[src/rtl/mem_stage_lsu_if.sv]
// mem_stage_lsu_if: EXE->MEM capture, data-RAM response, MEM->WB and bypass
// signals of the MEM stage, bundled for the stage's port list.
// slave  : the MEM stage's view (consumes EXE/RAM/WB inputs, drives WB/bypass).
// master : the surrounding pipeline's view.
interface mem_stage_lsu_if #(
  parameter int DATA_W    = 32,
  parameter int PC_W      = 32,
  parameter int RF_ADDR_W = 5
);
  // EXE -> MEM
  logic                 in_valid;
  logic                 mem_allow_in;
  logic [PC_W-1:0]      in_pc_plus_4;
  logic [DATA_W-1:0]    in_alu_res;
  logic [RF_ADDR_W-1:0] in_rf_waddr;
  logic                 in_rf_we;
  logic [1:0]           in_wsel;
  logic [1:0]           in_ld_size;
  logic                 in_ld_sign;
  // data RAM response
  logic                 data_ok;
  logic [DATA_W-1:0]    rdata;
  // MEM -> WB
  logic                 wb_allow_in;
  logic                 wb_valid;
  logic                 wb_rf_we;
  logic [RF_ADDR_W-1:0] wb_rf_waddr;
  logic [DATA_W-1:0]    wb_rf_wdata;
  // bypass bus towards ID
  logic                 by_valid;
  logic                 by_we;
  logic [RF_ADDR_W-1:0] by_waddr;
  logic [DATA_W-1:0]    by_wdata;
  logic                 by_ld_pend;
  logic                 mem_exc;

  modport slave (
    input  in_valid, in_pc_plus_4, in_alu_res, in_rf_waddr, in_rf_we,
           in_wsel, in_ld_size, in_ld_sign, data_ok, rdata, wb_allow_in,
    output mem_allow_in, wb_valid, wb_rf_we, wb_rf_waddr, wb_rf_wdata,
           by_valid, by_we, by_waddr, by_wdata, by_ld_pend, mem_exc
  );

  modport master (
    output in_valid, in_pc_plus_4, in_alu_res, in_rf_waddr, in_rf_we,
           in_wsel, in_ld_size, in_ld_sign, data_ok, rdata, wb_allow_in,
    input  mem_allow_in, wb_valid, wb_rf_we, wb_rf_waddr, wb_rf_wdata,
           by_valid, by_we, by_waddr, by_wdata, by_ld_pend, mem_exc
  );
endinterface

[src/rtl/mem_stage_lsu.sv]
// mem_stage_lsu: MEM pipeline stage between EXE and WB.
// Holds one instruction, waits for a variable-latency data-RAM response on
// loads, keeps the returned word while WB stalls, aligns/extends the load and
// selects the register-file write data. A bypass bus with a load-pending flag
// lets ID stall on load-use hazards.
// Optional feature: define MEM_MISALIGN_EXC_EN to flag misaligned half/word
// loads on mem_exc (such loads suppress the RF write and never wait for data).
module mem_stage_lsu #(
  parameter int DATA_W    = 32,
  parameter int PC_W      = 32,
  parameter int RF_ADDR_W = 5
) (
  input logic            clk,
  input logic            reset,
  mem_stage_lsu_if.slave bus
);

  localparam logic [1:0] ST_IDLE = 2'b00;  // no load outstanding
  localparam logic [1:0] ST_WAIT = 2'b01;  // load captured, data not yet returned
  localparam logic [1:0] ST_HAVE = 2'b10;  // load data held, waiting for WB

  localparam logic [1:0] WSEL_ALU  = 2'b00;
  localparam logic [1:0] WSEL_PC8  = 2'b01;
  localparam logic [1:0] WSEL_LOAD = 2'b10;
  localparam logic [1:0] WSEL_NONE = 2'b11;

  // Pick the addressed byte/half out of the RAM word and extend it.
  function automatic logic [DATA_W-1:0] extend_load(
    input logic [DATA_W-1:0] word,
    input logic [1:0]        off,
    input logic [1:0]        size,
    input logic              sign
  );
    logic [7:0]        b;
    logic [15:0]       h;
    logic [DATA_W-1:0] r;
    case (off)
      2'd0:    b = word[7:0];
      2'd1:    b = word[15:8];
      2'd2:    b = word[23:16];
      default: b = word[31:24];
    endcase
    h = off[1] ? word[31:16] : word[15:0];
    case (size)
      2'b00:   r = sign ? {{(DATA_W-8){b[7]}}, b}  : {{(DATA_W-8){1'b0}}, b};
      2'b01:   r = sign ? {{(DATA_W-16){h[15]}}, h} : {{(DATA_W-16){1'b0}}, h};
      default: r = word;
    endcase
    return r;
  endfunction

`ifdef MEM_MISALIGN_EXC_EN
  // Half needs 2-byte alignment; word (and size 11) needs 4-byte alignment.
  function automatic logic misaligned(input logic [1:0] size, input logic [1:0] off);
    logic m;
    case (size)
      2'b00:   m = 1'b0;
      2'b01:   m = off[0];
      default: m = (off != 2'b00);
    endcase
    return m;
  endfunction
`endif

  // ---- EXE -> MEM stage register (p1) ----
  logic                 vld_p1;
  logic [PC_W-1:0]      pc_plus_4_p1;
  logic [DATA_W-1:0]    alu_res_p1;
  logic [RF_ADDR_W-1:0] rf_waddr_p1;
  logic                 rf_we_p1;
  logic [1:0]           wsel_p1;
  logic [1:0]           ld_size_p1;
  logic                 ld_sign_p1;
  logic                 exc_p1;

  logic [1:0]           state;
  logic [1:0]           state_nxt;
  logic [DATA_W-1:0]    hold_data;

  logic                 in_exc;
  logic                 is_load_p1;
  logic                 ready_go;
  logic                 allow_in;
  logic                 capture;
  logic                 cap_load;
  logic                 leave;
  logic [DATA_W-1:0]    ld_src;
  logic [DATA_W-1:0]    ld_data;
  logic [PC_W-1:0]      pc_plus_8;
  logic [DATA_W-1:0]    wdata;
  logic                 rf_we_final;

`ifdef MEM_MISALIGN_EXC_EN
  assign in_exc = (bus.in_wsel == WSEL_LOAD) & misaligned(bus.in_ld_size, bus.in_alu_res[1:0]);
`else
  assign in_exc = 1'b0;
`endif

  // A misaligned load is released at once, without a RAM response.
  assign is_load_p1 = (wsel_p1 == WSEL_LOAD) & ~exc_p1;
  assign ready_go   = ~is_load_p1 | (state == ST_HAVE) | ((state == ST_WAIT) & bus.data_ok);
  assign allow_in   = ~vld_p1 | (ready_go & bus.wb_allow_in);
  assign capture    = bus.in_valid & allow_in;
  assign cap_load   = capture & (bus.in_wsel == WSEL_LOAD) & ~in_exc;
  assign leave      = vld_p1 & ready_go & bus.wb_allow_in;

  // Load tracking: a response that arrives while the instruction is leaving
  // must not park in HAVE, or a load captured that same cycle would see stale data.
  always_comb begin
    state_nxt = state;
    case (state)
      ST_IDLE: if (cap_load) state_nxt = ST_WAIT;
      ST_WAIT: if (bus.data_ok) state_nxt = leave ? (cap_load ? ST_WAIT : ST_IDLE) : ST_HAVE;
      ST_HAVE: if (leave) state_nxt = cap_load ? ST_WAIT : ST_IDLE;
      default: state_nxt = ST_IDLE;
    endcase
  end

  // Control state: stage valid and load tracker; reset abandons any load.
  always_ff @(posedge clk) begin
    if (reset) begin
      vld_p1 <= 1'b0;
      state  <= ST_IDLE;
    end else begin
      if (allow_in) vld_p1 <= bus.in_valid;
      state <= state_nxt;
    end
  end

  // Data fields of the stage register: loaded only on capture.
  always_ff @(posedge clk) begin
    if (capture) begin
      pc_plus_4_p1 <= bus.in_pc_plus_4;
      alu_res_p1   <= bus.in_alu_res;
      rf_waddr_p1  <= bus.in_rf_waddr;
      rf_we_p1     <= bus.in_rf_we;
      wsel_p1      <= bus.in_wsel;
      ld_size_p1   <= bus.in_ld_size;
      ld_sign_p1   <= bus.in_ld_sign;
      exc_p1       <= in_exc;
    end
  end

  // Keep the returned word so a stalled WB still gets it after rdata moves on.
  always_ff @(posedge clk) begin
    if ((state == ST_WAIT) & bus.data_ok) hold_data <= bus.rdata;
  end

  // ---- MEM -> WB result selection ----
  assign ld_src    = (state == ST_WAIT) ? bus.rdata : hold_data;
  assign ld_data   = extend_load(ld_src, alu_res_p1[1:0], ld_size_p1, ld_sign_p1);
  assign pc_plus_8 = pc_plus_4_p1 + PC_W'(4);

  // Register-file write data by source select.
  always_comb begin
    wdata = '0;
    case (wsel_p1)
      WSEL_ALU:  wdata = alu_res_p1;
      WSEL_PC8:  wdata = DATA_W'(pc_plus_8);
      WSEL_LOAD: wdata = ld_data;
      WSEL_NONE: wdata = '0;
      default:   wdata = '0;
    endcase
  end

  assign rf_we_final = rf_we_p1 & vld_p1 & (wsel_p1 != WSEL_NONE) & ~exc_p1;

  assign bus.mem_allow_in = allow_in;
  assign bus.wb_valid     = vld_p1 & ready_go;
  assign bus.wb_rf_we     = rf_we_final;
  assign bus.wb_rf_waddr  = rf_waddr_p1;
  assign bus.wb_rf_wdata  = wdata;
  assign bus.by_valid     = vld_p1;
  assign bus.by_we        = rf_we_final;
  assign bus.by_waddr     = rf_waddr_p1;
  assign bus.by_wdata     = wdata;
  assign bus.by_ld_pend   = vld_p1 & is_load_p1 & ~ready_go;

`ifdef MEM_MISALIGN_EXC_EN
  assign bus.mem_exc = vld_p1 & exc_p1;
`else
  assign bus.mem_exc = 1'b0;
`endif

endmodule
[src/flat_wrapper.sv]
// flat-port wrapper written by rule: the top's interface ports become plain ports
module mem_stage_lsu_flat 
#(
  parameter int DATA_W    = 32,
  parameter int PC_W      = 32,
  parameter int RF_ADDR_W = 5
)
  (clk, reset, bus_in_valid, bus_in_pc_plus_4, bus_in_alu_res, bus_in_rf_waddr, bus_in_rf_we, bus_in_wsel, bus_in_ld_size, bus_in_ld_sign, bus_data_ok, bus_rdata, bus_wb_allow_in, bus_mem_allow_in, bus_wb_valid, bus_wb_rf_we, bus_wb_rf_waddr, bus_wb_rf_wdata, bus_by_valid, bus_by_we, bus_by_waddr, bus_by_wdata, bus_by_ld_pend, bus_mem_exc);
  mem_stage_lsu_if #(.DATA_W(DATA_W), .PC_W(PC_W), .RF_ADDR_W(RF_ADDR_W)) bus_i ();
  input logic clk;
  input logic reset;
  input wire logic [$bits(bus_i.in_valid)-1:0] bus_in_valid;
  input wire logic [$bits(bus_i.in_pc_plus_4)-1:0] bus_in_pc_plus_4;
  input wire logic [$bits(bus_i.in_alu_res)-1:0] bus_in_alu_res;
  input wire logic [$bits(bus_i.in_rf_waddr)-1:0] bus_in_rf_waddr;
  input wire logic [$bits(bus_i.in_rf_we)-1:0] bus_in_rf_we;
  input wire logic [$bits(bus_i.in_wsel)-1:0] bus_in_wsel;
  input wire logic [$bits(bus_i.in_ld_size)-1:0] bus_in_ld_size;
  input wire logic [$bits(bus_i.in_ld_sign)-1:0] bus_in_ld_sign;
  input wire logic [$bits(bus_i.data_ok)-1:0] bus_data_ok;
  input wire logic [$bits(bus_i.rdata)-1:0] bus_rdata;
  input wire logic [$bits(bus_i.wb_allow_in)-1:0] bus_wb_allow_in;
  output wire logic [$bits(bus_i.mem_allow_in)-1:0] bus_mem_allow_in;
  output wire logic [$bits(bus_i.wb_valid)-1:0] bus_wb_valid;
  output wire logic [$bits(bus_i.wb_rf_we)-1:0] bus_wb_rf_we;
  output wire logic [$bits(bus_i.wb_rf_waddr)-1:0] bus_wb_rf_waddr;
  output wire logic [$bits(bus_i.wb_rf_wdata)-1:0] bus_wb_rf_wdata;
  output wire logic [$bits(bus_i.by_valid)-1:0] bus_by_valid;
  output wire logic [$bits(bus_i.by_we)-1:0] bus_by_we;
  output wire logic [$bits(bus_i.by_waddr)-1:0] bus_by_waddr;
  output wire logic [$bits(bus_i.by_wdata)-1:0] bus_by_wdata;
  output wire logic [$bits(bus_i.by_ld_pend)-1:0] bus_by_ld_pend;
  output wire logic [$bits(bus_i.mem_exc)-1:0] bus_mem_exc;
  assign bus_i.in_valid = bus_in_valid;
  assign bus_i.in_pc_plus_4 = bus_in_pc_plus_4;
  assign bus_i.in_alu_res = bus_in_alu_res;
  assign bus_i.in_rf_waddr = bus_in_rf_waddr;
  assign bus_i.in_rf_we = bus_in_rf_we;
  assign bus_i.in_wsel = bus_in_wsel;
  assign bus_i.in_ld_size = bus_in_ld_size;
  assign bus_i.in_ld_sign = bus_in_ld_sign;
  assign bus_i.data_ok = bus_data_ok;
  assign bus_i.rdata = bus_rdata;
  assign bus_i.wb_allow_in = bus_wb_allow_in;
  assign bus_mem_allow_in = bus_i.mem_allow_in;
  assign bus_wb_valid = bus_i.wb_valid;
  assign bus_wb_rf_we = bus_i.wb_rf_we;
  assign bus_wb_rf_waddr = bus_i.wb_rf_waddr;
  assign bus_wb_rf_wdata = bus_i.wb_rf_wdata;
  assign bus_by_valid = bus_i.by_valid;
  assign bus_by_we = bus_i.by_we;
  assign bus_by_waddr = bus_i.by_waddr;
  assign bus_by_wdata = bus_i.by_wdata;
  assign bus_by_ld_pend = bus_i.by_ld_pend;
  assign bus_mem_exc = bus_i.mem_exc;
  mem_stage_lsu #(.DATA_W(DATA_W), .PC_W(PC_W), .RF_ADDR_W(RF_ADDR_W)) u_core (.clk(clk), .reset(reset), .bus(bus_i));
endmodule
[config.mk]
export PLATFORM = sky130hd
export DESIGN_NAME = mem_stage_lsu_flat
export DESIGN_NICKNAME = d
export VERILOG_FILES = /design/src/rtl/mem_stage_lsu_if.sv /design/src/rtl/mem_stage_lsu.sv /design/src/flat_wrapper.sv
export SDC_FILE = /design/constraint.sdc
export NUM_CORES = 1
export LEC_CHECK = 0
export CORE_MARGIN = 4
export CORE_UTILIZATION = 42
export CTS_CLUSTER_SIZE = 16
export DETAILED_ROUTE_END_ITERATION = 10
export PLACE_DENSITY = 0.77
export REMOVE_ABC_BUFFERS = 1
export SLEW_MARGIN = 20
export SYNTH_ARGS = -nofsm -noshare
export SYNTH_HDL_FRONTEND = slang
export SYNTH_SLANG_ARGS = --single-unit
[constraint.sdc]
create_clock -name clk -period 3.7 [get_ports clk]
set_clock_uncertainty 0.1 [all_clocks]
set_input_delay 0.37 -clock clk [delete_from_list [all_inputs] [get_ports clk]]
set_output_delay 0.37 -clock clk [all_outputs]
set_load 0.03 [all_outputs]
# ---- After elaboration in Yosys (flattened, before gate mapping)
# Cells that the tools add are included.
dict set report word_totals {
  elab_cells 58
  out_inout_bits 81
  ff_bits 110
  inputBits 112
}
dict set report classes {
  eq_ne 13
  n_reduce_logical 5
  bitwise_logic 16
  add_sub_neg 1
  muxes 13
}
# op count
set op_table {}
lappend op_table {{one-hot mux 32 bit (4 select lines)} 1}
lappend op_table {{2-to-1 mux 32 bit} 3}
lappend op_table {{one-hot mux 32 bit (2 select lines)} 1}
lappend op_table {{adder 32 x 3 -> 32 bit, second input constant} 1}
lappend op_table {{one-hot mux 8 bit (3 select lines)} 1}
lappend op_table {{2-to-1 mux 16 bit} 1}
lappend op_table {{AND 1 bit} 10}
lappend op_table {{equality test 2 bit, second input constant} 5}
lappend op_table {{equality test 2 x 1 -> 1 bit, second input constant} 4}
lappend op_table {{logical NOT 2 bit} 4}
lappend op_table {{2-to-1 mux 2 bit} 4}
lappend op_table {{one-hot mux 2 bit (3 select lines)} 1}
lappend op_table {{inequality test 2 x 1 -> 1 bit, second input constant} 2}
lappend op_table {{inequality test 2 bit, second input constant} 2}
lappend op_table {{NOT 1 bit} 3}
lappend op_table {{bitwise OR 1 bit} 3}
lappend op_table {{AND reduction 3 bit} 1}
lappend op_table {{2-to-1 mux 1 bit} 1}

# ---- Logic depth before layout (Yosys ltp)
# Gate-level depths: netlist (run 1).
dict set report logic_depth {
  word_depth 12
  depth_mapped 9
  mapped_depth_nobuf 7
}

# ---- Least setup slack after synthesis (run 1)
# Ideal clock, no wire load.
dict set report synth_timing {
  path_kind {register to register}
  startpoint {register u_core.state[0]}
  endpoint {register u_core.alu_res_p1[0] (enable)}
  n_path_buf 1
  setup_ps 441
  path_stages_with_launch 7
  synth_period_minus_slack_ps 3948
  t_arrival_ps 3407
  path_slack_ps -248
  required_time_ps 3159
  path_cell_list {dfxtp_1 > nor2b_1 > clkbuf_1 > nand2_1 > and3_1 > o21ai_1 > and2_1}
}
dict set report synth_between {
  elab_chain_cells 6
  elab_cells_between_ends 8
}
# item line
set synth_rtl {}
lappend synth_rtl {{start: declaration} mem_stage_lsu.sv:76} ;# logic [1:0] state;
lappend synth_rtl {{start signal: assignment} mem_stage_lsu.sv:126} ;# state <= state_nxt;
lappend synth_rtl {{equality test 2 bit or equality test 2 x 1 -> 1 bit (tied branches)} mem_stage_lsu.sv:101} ;# assign ready_go = ~is_load_p1 | (state == ST_HAVE) | ((state == ST_WAIT) & bus.data_ok);
lappend synth_rtl {{bitwise OR 1 bit or AND 1 bit (tied branches)} mem_stage_lsu.sv:101}
lappend synth_rtl {{bitwise OR 1 bit *} mem_stage_lsu.sv:101}
lappend synth_rtl {{AND 1 bit *} mem_stage_lsu.sv:102} ;# assign allow_in = ~vld_p1 | (ready_go & bus.wb_allow_in);
lappend synth_rtl {{bitwise OR 1 bit *} mem_stage_lsu.sv:102}
lappend synth_rtl {{named net bus_mem_allow_in} flat_wrapper.sv:23} ;# output wire logic [$bits(bus_i.mem_allow_in)-1:0] bus_mem_allow_in;
lappend synth_rtl {{AND 1 bit *} mem_stage_lsu.sv:103} ;# assign capture = bus.in_valid & allow_in;
lappend synth_rtl {{named net u_core.capture} mem_stage_lsu.sv:84} ;# logic capture;
lappend synth_rtl {{end signal: assignment} mem_stage_lsu.sv:134} ;# alu_res_p1 <= bus.in_alu_res;
lappend synth_rtl {{end: declaration} mem_stage_lsu.sv:68} ;# logic [DATA_W-1:0] alu_res_p1;
# Mark *: on every way through the listed nets, which the timed path passes. The rest lies on a longest branch.
# A chain may end at the register's enable or synchronous reset.

# ---- Final worst setup path (run 1)
dict set report layout_timing {
  startpoint {register u_core.state[1]}
  endpoint {output bus_wb_rf_wdata[15]}
}
dict set report layout_between {
  elab_chain_cells 6
  elab_cells_between_ends 8
}
# item line
set layout_rtl {}
lappend layout_rtl {{equality test 2 x 1 -> 1 bit *} mem_stage_lsu.sv:150} ;# assign ld_src = (state == ST_WAIT) ? bus.rdata : hold_data;
lappend layout_rtl {{2-to-1 mux 32 bit *} mem_stage_lsu.sv:150}
lappend layout_rtl {{one-hot mux 8 bit (3 select lines) or 2-to-1 mux 16 bit (tied branches)} {mem_stage_lsu.sv:37, mem_stage_lsu.sv:43}}
lappend layout_rtl {{2-to-1 mux 32 bit (on tied branches)} {mem_stage_lsu.sv:45, mem_stage_lsu.sv:46}}
lappend layout_rtl {{one-hot mux 32 bit (2 select lines) *} mem_stage_lsu.sv:44} ;# case (size)
lappend layout_rtl {{one-hot mux 32 bit (4 select lines) *} mem_stage_lsu.sv:157} ;# case (wsel_p1)
lappend layout_rtl {{end: declaration} flat_wrapper.sv:27} ;# output wire logic [$bits(bus_i.wb_rf_wdata)-1:0] bus_wb_rf_wdata;
# Mark *: on every way between the ends. The rest lies on a longest branch, timed or not.

==> metrics.yaml, run 1 <==
yosysUniqueCellTypes: 54
core_area_um2: 13400
route.vias.total: 4655
antenna_left: 0
finalCriticalPeriod_ps: 3690
power_report.internal_total_uw: 2300
cap_violations: 0
insertion_delay_ps: 360
track_usage: 0.213
via_per_inst: 5.56
worstMarginPinSlew_ps: 581
finalCritPeriodShare: 0.996
cts_sinks: 110
cp_max_fo: 7
gr-total-overflow: 0
r2r.worst_path.cells: 7
syn_inst: 496
clkPwrFrac: 0.309
clk_pin_slew_ps: 80
p_comb_frac: 0.232
power_leakage_uw: 0.00328
antenna_found_initial: 0
slew_headroom: 0.602
cts_tree: "built"
p_switching_uw: 913
synth_edf_count: 107
wire_per_inst_um: 20.9
rows: 42
clockRootBuffer: "clkbuf_16"
setup_tns_ps: 0
fp.dieH_um: 126
grt_pass1_wl_mm: 26.0
place.gp.congestion: 0.899
dpl.hpwl_mm: 13.2
setup_violations: 0
postSynth.asyncResetShare: 0
holdWs_ps: 455
htreeDepth: 3
yosysWarnings: 0
required_ps: 3230
cts_buffers: 9
seqPwrFrac: 0.459
grt_max_degree: 48
p_per_area_nw_per_um2: 394
netSwitchingFraction: 0.284
start_util: 0.435
hold_path_depth: 1
area_delta_synth_final_pct: 39.8
die_area_um2: 15800
outcome: "finished, final reports clean"
synth.avg_cell_area_um2: 11.7
critical_path_class: "reg2out"
grt_pass1_vias: 4815
io_buffers: 191
vdd_drop_max_mv: 0.350
start_kind: "register"
min_path_type: "in2reg"
drive_above_1_share: 0.0908
io_pins: 193
crit_path_end_kind: "primary output"
synthesis.area_um2: 5830
cts_buffer_depth: 2
ys_seq_elements: 110
mostFrequentLayoutCell: "clkdlybuf4s50_1"
nets: 769
die_w_um: 126
final_cell_mix: "clkdlybuf4s50_1 (155), edfxtp_1 (107), nand2_1 (43)"
rsz0062_at_grt: "true"
wl_mm: 17.5
drc_errors: 0
slew_viol_final: 0
max_freq_mhz: 271
crit_arrival_ps: 3220
hold_viol: 0
fill_cells: 1069
synth-main-ff-cell: "edfxtp_1"
dr.pass1.iters: 7
holdBufCountCts: 0
diodes: 0
ys_seq_area_frac: 0.562
drtIter0Drc: 311
-- worst max-delay path, stage by stage, from the launching register on --
cell,delay (ps)
dfxtp_1,410
nand2b_2,290
mux2i_1,510
o221ai_2,300
a21oi_2,410
a221o_1,240
nand2_1,80
clkdlybuf4s50_1,600
-- sequential cells by signal, indices dropped and copies added (netlist names) --
signal / flops
u_core.alu_res_p1: 32
u_core.hold_data: 32
u_core.pc_plus_4_p1: 32
u_core.bus.by_waddr: 5
u_core.ld_size_p1: 2
u_core.state: 2
u_core.wsel_p1: 2
u_core.bus.by_valid: 1
u_core.ld_sign_p1: 1
u_core.rf_we_p1: 1
-- through the flow --
step / power (uW) / cells / setup slack (ps) / instance area (um^2) / utilization
floorplan: 1860 / 432 / -1100 / 5420 / -
global placement: 2230 / 819 / 33.9 / 7720 / 0.576
detailed placement: 2250 / 819 / -12.8 / 7720 / 0.576
CTS: 3230 / 835 / 2.22 / 8040 / 0.600
global route: 3330 / 837 / -22.4 / 8150 / 0.608
finish: 3210 / 837 / 14.2 / 8150 / 0.608
-- synth_stat cells (all sizes together) (2+ instances only) --
| library cell | count | area share |
|---|---|---|
| a221oi | 4 | 0.0060 |
| nor3 | 7 | 0.0060 |
| nor2b | 3 | 0.0032 |
| a31oi | 10 | 0.013 |
| or3 | 2 | 0.0021 |
| inv | 10 | 0.0064 |
| xor2 | 14 | 0.021 |
| nor2 | 25 | 0.016 |
| xnor2 | 12 | 0.018 |
| mux4 | 4 | 0.015 |
| clkbuf | 18 | 0.012 |
| o22ai | 3 | 0.0032 |
| nor4 | 3 | 0.0054 |
| o32a | 2 | 0.0034 |
| nor3b | 2 | 0.0026 |
| a221o | 8 | 0.014 |
| nand4 | 10 | 0.012 |
| a211oi | 10 | 0.013 |
| nand3 | 16 | 0.014 |
| and2 | 4 | 0.0043 |
| nand2b | 6 | 0.0064 |
| or4 | 2 | 0.0026 |
| or2 | 16 | 0.017 |
| o21ai | 29 | 0.025 |
| dfxtp | 3 | 0.010 |
| nand2 | 43 | 0.028 |
| buf | 46 | 0.058 |
| a311oi | 3 | 0.0045 |
| and3 | 3 | 0.0032 |
| a21oi | 19 | 0.017 |
| a211o | 3 | 0.0045 |
| edfxtp | 107 | 0.55 |
| mux2i | 36 | 0.062 |
-- power by group through the flow --
stage          Combinational, uW  Sequential (uW)  Clock (uW)
2_1_floorplan                334             1530           0
3_3_place_gp                 739             1490           0
3_5_place_dp                 746             1500           0
4_1_cts                      747             1470        1010
5_1_grt                      784             1480        1070
6_report                     746             1470         993
-- cell type report --
| type | count | area (um^2) | share of cell area |
|---|---|---|---|
| timing repair buffer | 212 | 2150 | 0.264 |
| clock inverter | 7 | 80.1 | 0.00983 |
| tap | 176 | 220 | 0.0270 |
| multi-input combinational | 313 | 2160 | 0.265 |
| inverter | 10 | 37.5 | 0.00461 |
| clock buffer | 9 | 225 | 0.0276 |
| sequential | 110 | 3270 | 0.402 |
-- timing repair --
item,CTS,global route
cloned,0,1
pin swaps,0,1
resized for setup,10,32
setup endpoints to repair,24,47
setup buffers,0,1
-- final timing paths --
path         slack (ps)                       to            startpoint
min reg2reg         500          u_core.state[1]   u_core.bus.by_valid
max reg2reg        1040  u_core.pc_plus_4_p1[24]       u_core.state[0]
min                 450  u_core.pc_plus_4_p1[27]  bus_in_pc_plus_4[27]
max                  10      bus_wb_rf_wdata[15]       u_core.state[1]
-- logic make-up (layout without fill, tap and decap cells) --
| kind of cell | count (synthesis) | after routing | synth area share |
|---|---|---|---|
| DFF | 110 | 110 | 0.562 |
| xor gates and xnor gates | 26 | 26 | 0.0391 |
| muxes | 40 | 40 | 0.0773 |
| and+or+nand+nor | 143 | 143 | 0.124 |
| adders and majority gates | 2 | 2 | 0.00387 |
| buffers and inverters | 74 | 238 | 0.0765 |
| AOI/OAI and AO/OA | 100 | 101 | 0.117 |
| other | 1 | 1 | 0.000644 |
-- per-layer routing --
layer  part of all wire  track usage
met5                  0            0
met4              0.039        0.106
met3              0.071       0.0504
met2               0.50        0.362
met1               0.39        0.255
Note: power is estimated with default switching activity, not from simulation.
==> run 2, diff against run 1 <==
Settings changed: TNS_END_PERCENT from default to 30.
==> run 2 against run 1 <==
Against the previous run: clock-buffer cell count unchanged; sequential share of layout area hardly changed; final cell count did not move; die area unchanged; wire length decreased by 0.18%; total power about the same; critical endpoint unchanged; largest power group unchanged; highest routed layer unchanged.
==> metrics.yaml, run 2 (synthesized netlist as in run 1, its figures left out) <==
worstPathCellList: "nand2b_2 -> mux2i_1 -> o221ai_2 -> a21oi_2 -> a221o_1 -> nand2_1 -> clkdlybuf4s50_1"
rsz0062_at_grt: "true"
finalCritPeriodShare: 0.984  # -0.0119
finalCriticalPeriod_ps: 3640  # -44.0 ps
drive_above_1_share: 0.0893  # -0.00151
nets: 769  # unchanged
die_area_um2: 15800  # unchanged
cap_violations: 0  # unchanged
min_path_type: "in2reg"
critical_path_class: "reg2out"
slew_headroom: 0.601  # -0.00123
fp.dieH_um: 126  # unchanged
fin_ws_ps: 58.2  # +44.0 ps
max_stage_delay_ps: 600  # about the same
cts_tree: "built"
regArea_um2: 3270  # unchanged
multi_input_area_um2: 2150  # -0.17%
start_util: 0.435  # unchanged
worstMarginPinSlew_ps: 582  # +1.80 ps
dr.pass1.iters: 7  # unchanged
mostFrequentLayoutCell: "clkdlybuf4s50_1"
dpl.hpwl_mm: 13.2  # unchanged
gr-total-overflow: 0  # unchanged
area_delta_synth_final_pct: 39.8  # about the same
cts_sinks: 110  # unchanged
place_area_um2: 7720  # unchanged
grt_pass1_wl_mm: 26.0  # unchanged
wire_per_inst_um: 20.8  # -0.18%
hold_viol: 0  # unchanged
cp_top_family: "compound AO/OA/AOI/OAI gates"
slew_viol_final: 0  # unchanged
final_cell_mix: "clkdlybuf4s50_1 (155), edfxtp_1 (107), nand2_1 (43)"
crit_path_end_kind: "primary output"
io_buffers: 191  # unchanged
htreeDepth: 3  # unchanged
cts_buffers: 9  # unchanged
max_freq_mhz: 275  # +1.2%
io_pins: 193  # unchanged
slowest_stage: "clkdlybuf4s50_1"
required_ps: 3230  # about the same
design_area_um2: 8140  # about the same
wl_mm: 17.5  # -0.18%
insertion_delay_ps: 360  # about the same
start_kind: "register"
clockRootBuffer: "clkbuf_16"
route.vias.total: 4677  # +0.47%
rows: 42  # unchanged
antenna_found_initial: 0  # unchanged
holdBufCountCts: 0  # unchanged
diodes: 0  # unchanged
grt_max_degree: 48  # unchanged
drtIter0Drc: 340  # +9.3%
die_w_um: 126  # unchanged
place_worst_setup_slack_ps: -12.8  # unchanged
antenna_left: 0  # unchanged
outcome: "finished, final reports clean"
track_usage: 0.213  # unchanged
core_area_um2: 13400  # unchanged
drc_errors: 0  # unchanged
power_leakage_uw: 0.00329  # +0.16%
place.gp.congestion: 0.899  # unchanged
fill_cells: 1070  # +0.094%
path_buf_inv: 1  # unchanged
setup_violations: 0  # unchanged
crit_arrival_ps: 3170  # -50 ps
reg_top3: "u_core.alu_res_p1: 32 flops, u_core.hold_data: 32 flops, u_core.pc_plus_4_p1: 32 flops"
via_per_inst: 5.59  # +0.47%
cp_max_fo: 7  # unchanged
p_per_area_nw_per_um2: 394  # about the same
vdd_drop_max_mv: 0.350  # about the same
cts_buffer_depth: 2  # unchanged
grt_pass1_vias: 4815  # unchanged
clk_pin_slew_ps: 80  # about the same
==> run 2: cell counts in the layout (fill, tap and decap cells not counted) <==
Identical to the previous run, type by type.
==> run 2: layout make-up <==
| cell class | count | area share |
|---|---|---|
| clock buffer | 9 | 0.0277 |
| clock inverter | 7 | 0.00984 |
| inverter | 10 | 0.00461 |
| multi-input combinational | 313 | 0.264 |
| sequential | 110 | 0.402 |
| tap | 176 | 0.0270 |
| timing repair buffer | 212 | 0.264 |
==> run 2: power breakdown <==
part           total, uW  internal [uW]  switching, uW
Sequential          1470           1440           35.8
Clock                993            533            460
Combinational        745            328            417
==> run 2: repair_timing <==
item,in CTS,in global routing
pin swaps,0,1
gates resized for setup,10,31
setup buffers,0,1
cloned,0,1
setup endpoints to repair,24,47
==> run 2: worst reg2reg max path, cell delays in order (launching register included) <==
cell and delay (ps):
dfxtp_1 420, nor2b_1 240, buf_4 210, nand2_1 90, and3_1 180, o21ai_1 270, and2_4 480, buf_12 310
==> run 2: worst paths after layout <==
| kind | start | to | slack [ps] | cells after the start |
|---|---|---|---|---|
| max | u_core.state[1] | bus_wb_rf_wdata[15] | 60 | 7 |
| min reg2reg | u_core.bus.by_valid | u_core.state[1] | 500 | 1 |
| min | bus_in_pc_plus_4[27] | u_core.pc_plus_4_p1[27] | 460 | 1 |
| max reg2reg | u_core.state[0] | u_core.pc_plus_4_p1[24] | 1050 | 7 |
==> run 2: through the flow <==
step                      cells  TNS [ps]  power, uW  utilization  hold WS, ps
after global routing        837     -58.1       3330        0.608          443
after CTS                   835         0       3230        0.600          449
after floorplan             432    -88870       1860            -          339
after global placement      819         0       2230        0.576          439
final                       837         0       3210        0.608          456
after detailed placement    819     -14.6       2250        0.576          476
==> run 2: per-layer routing <==
layer	global-route usage	part of all wire
met5	0	0
met4	0.106	0.039
met3	0.0504	0.077
met2	0.362	0.50
met1	0.255	0.38
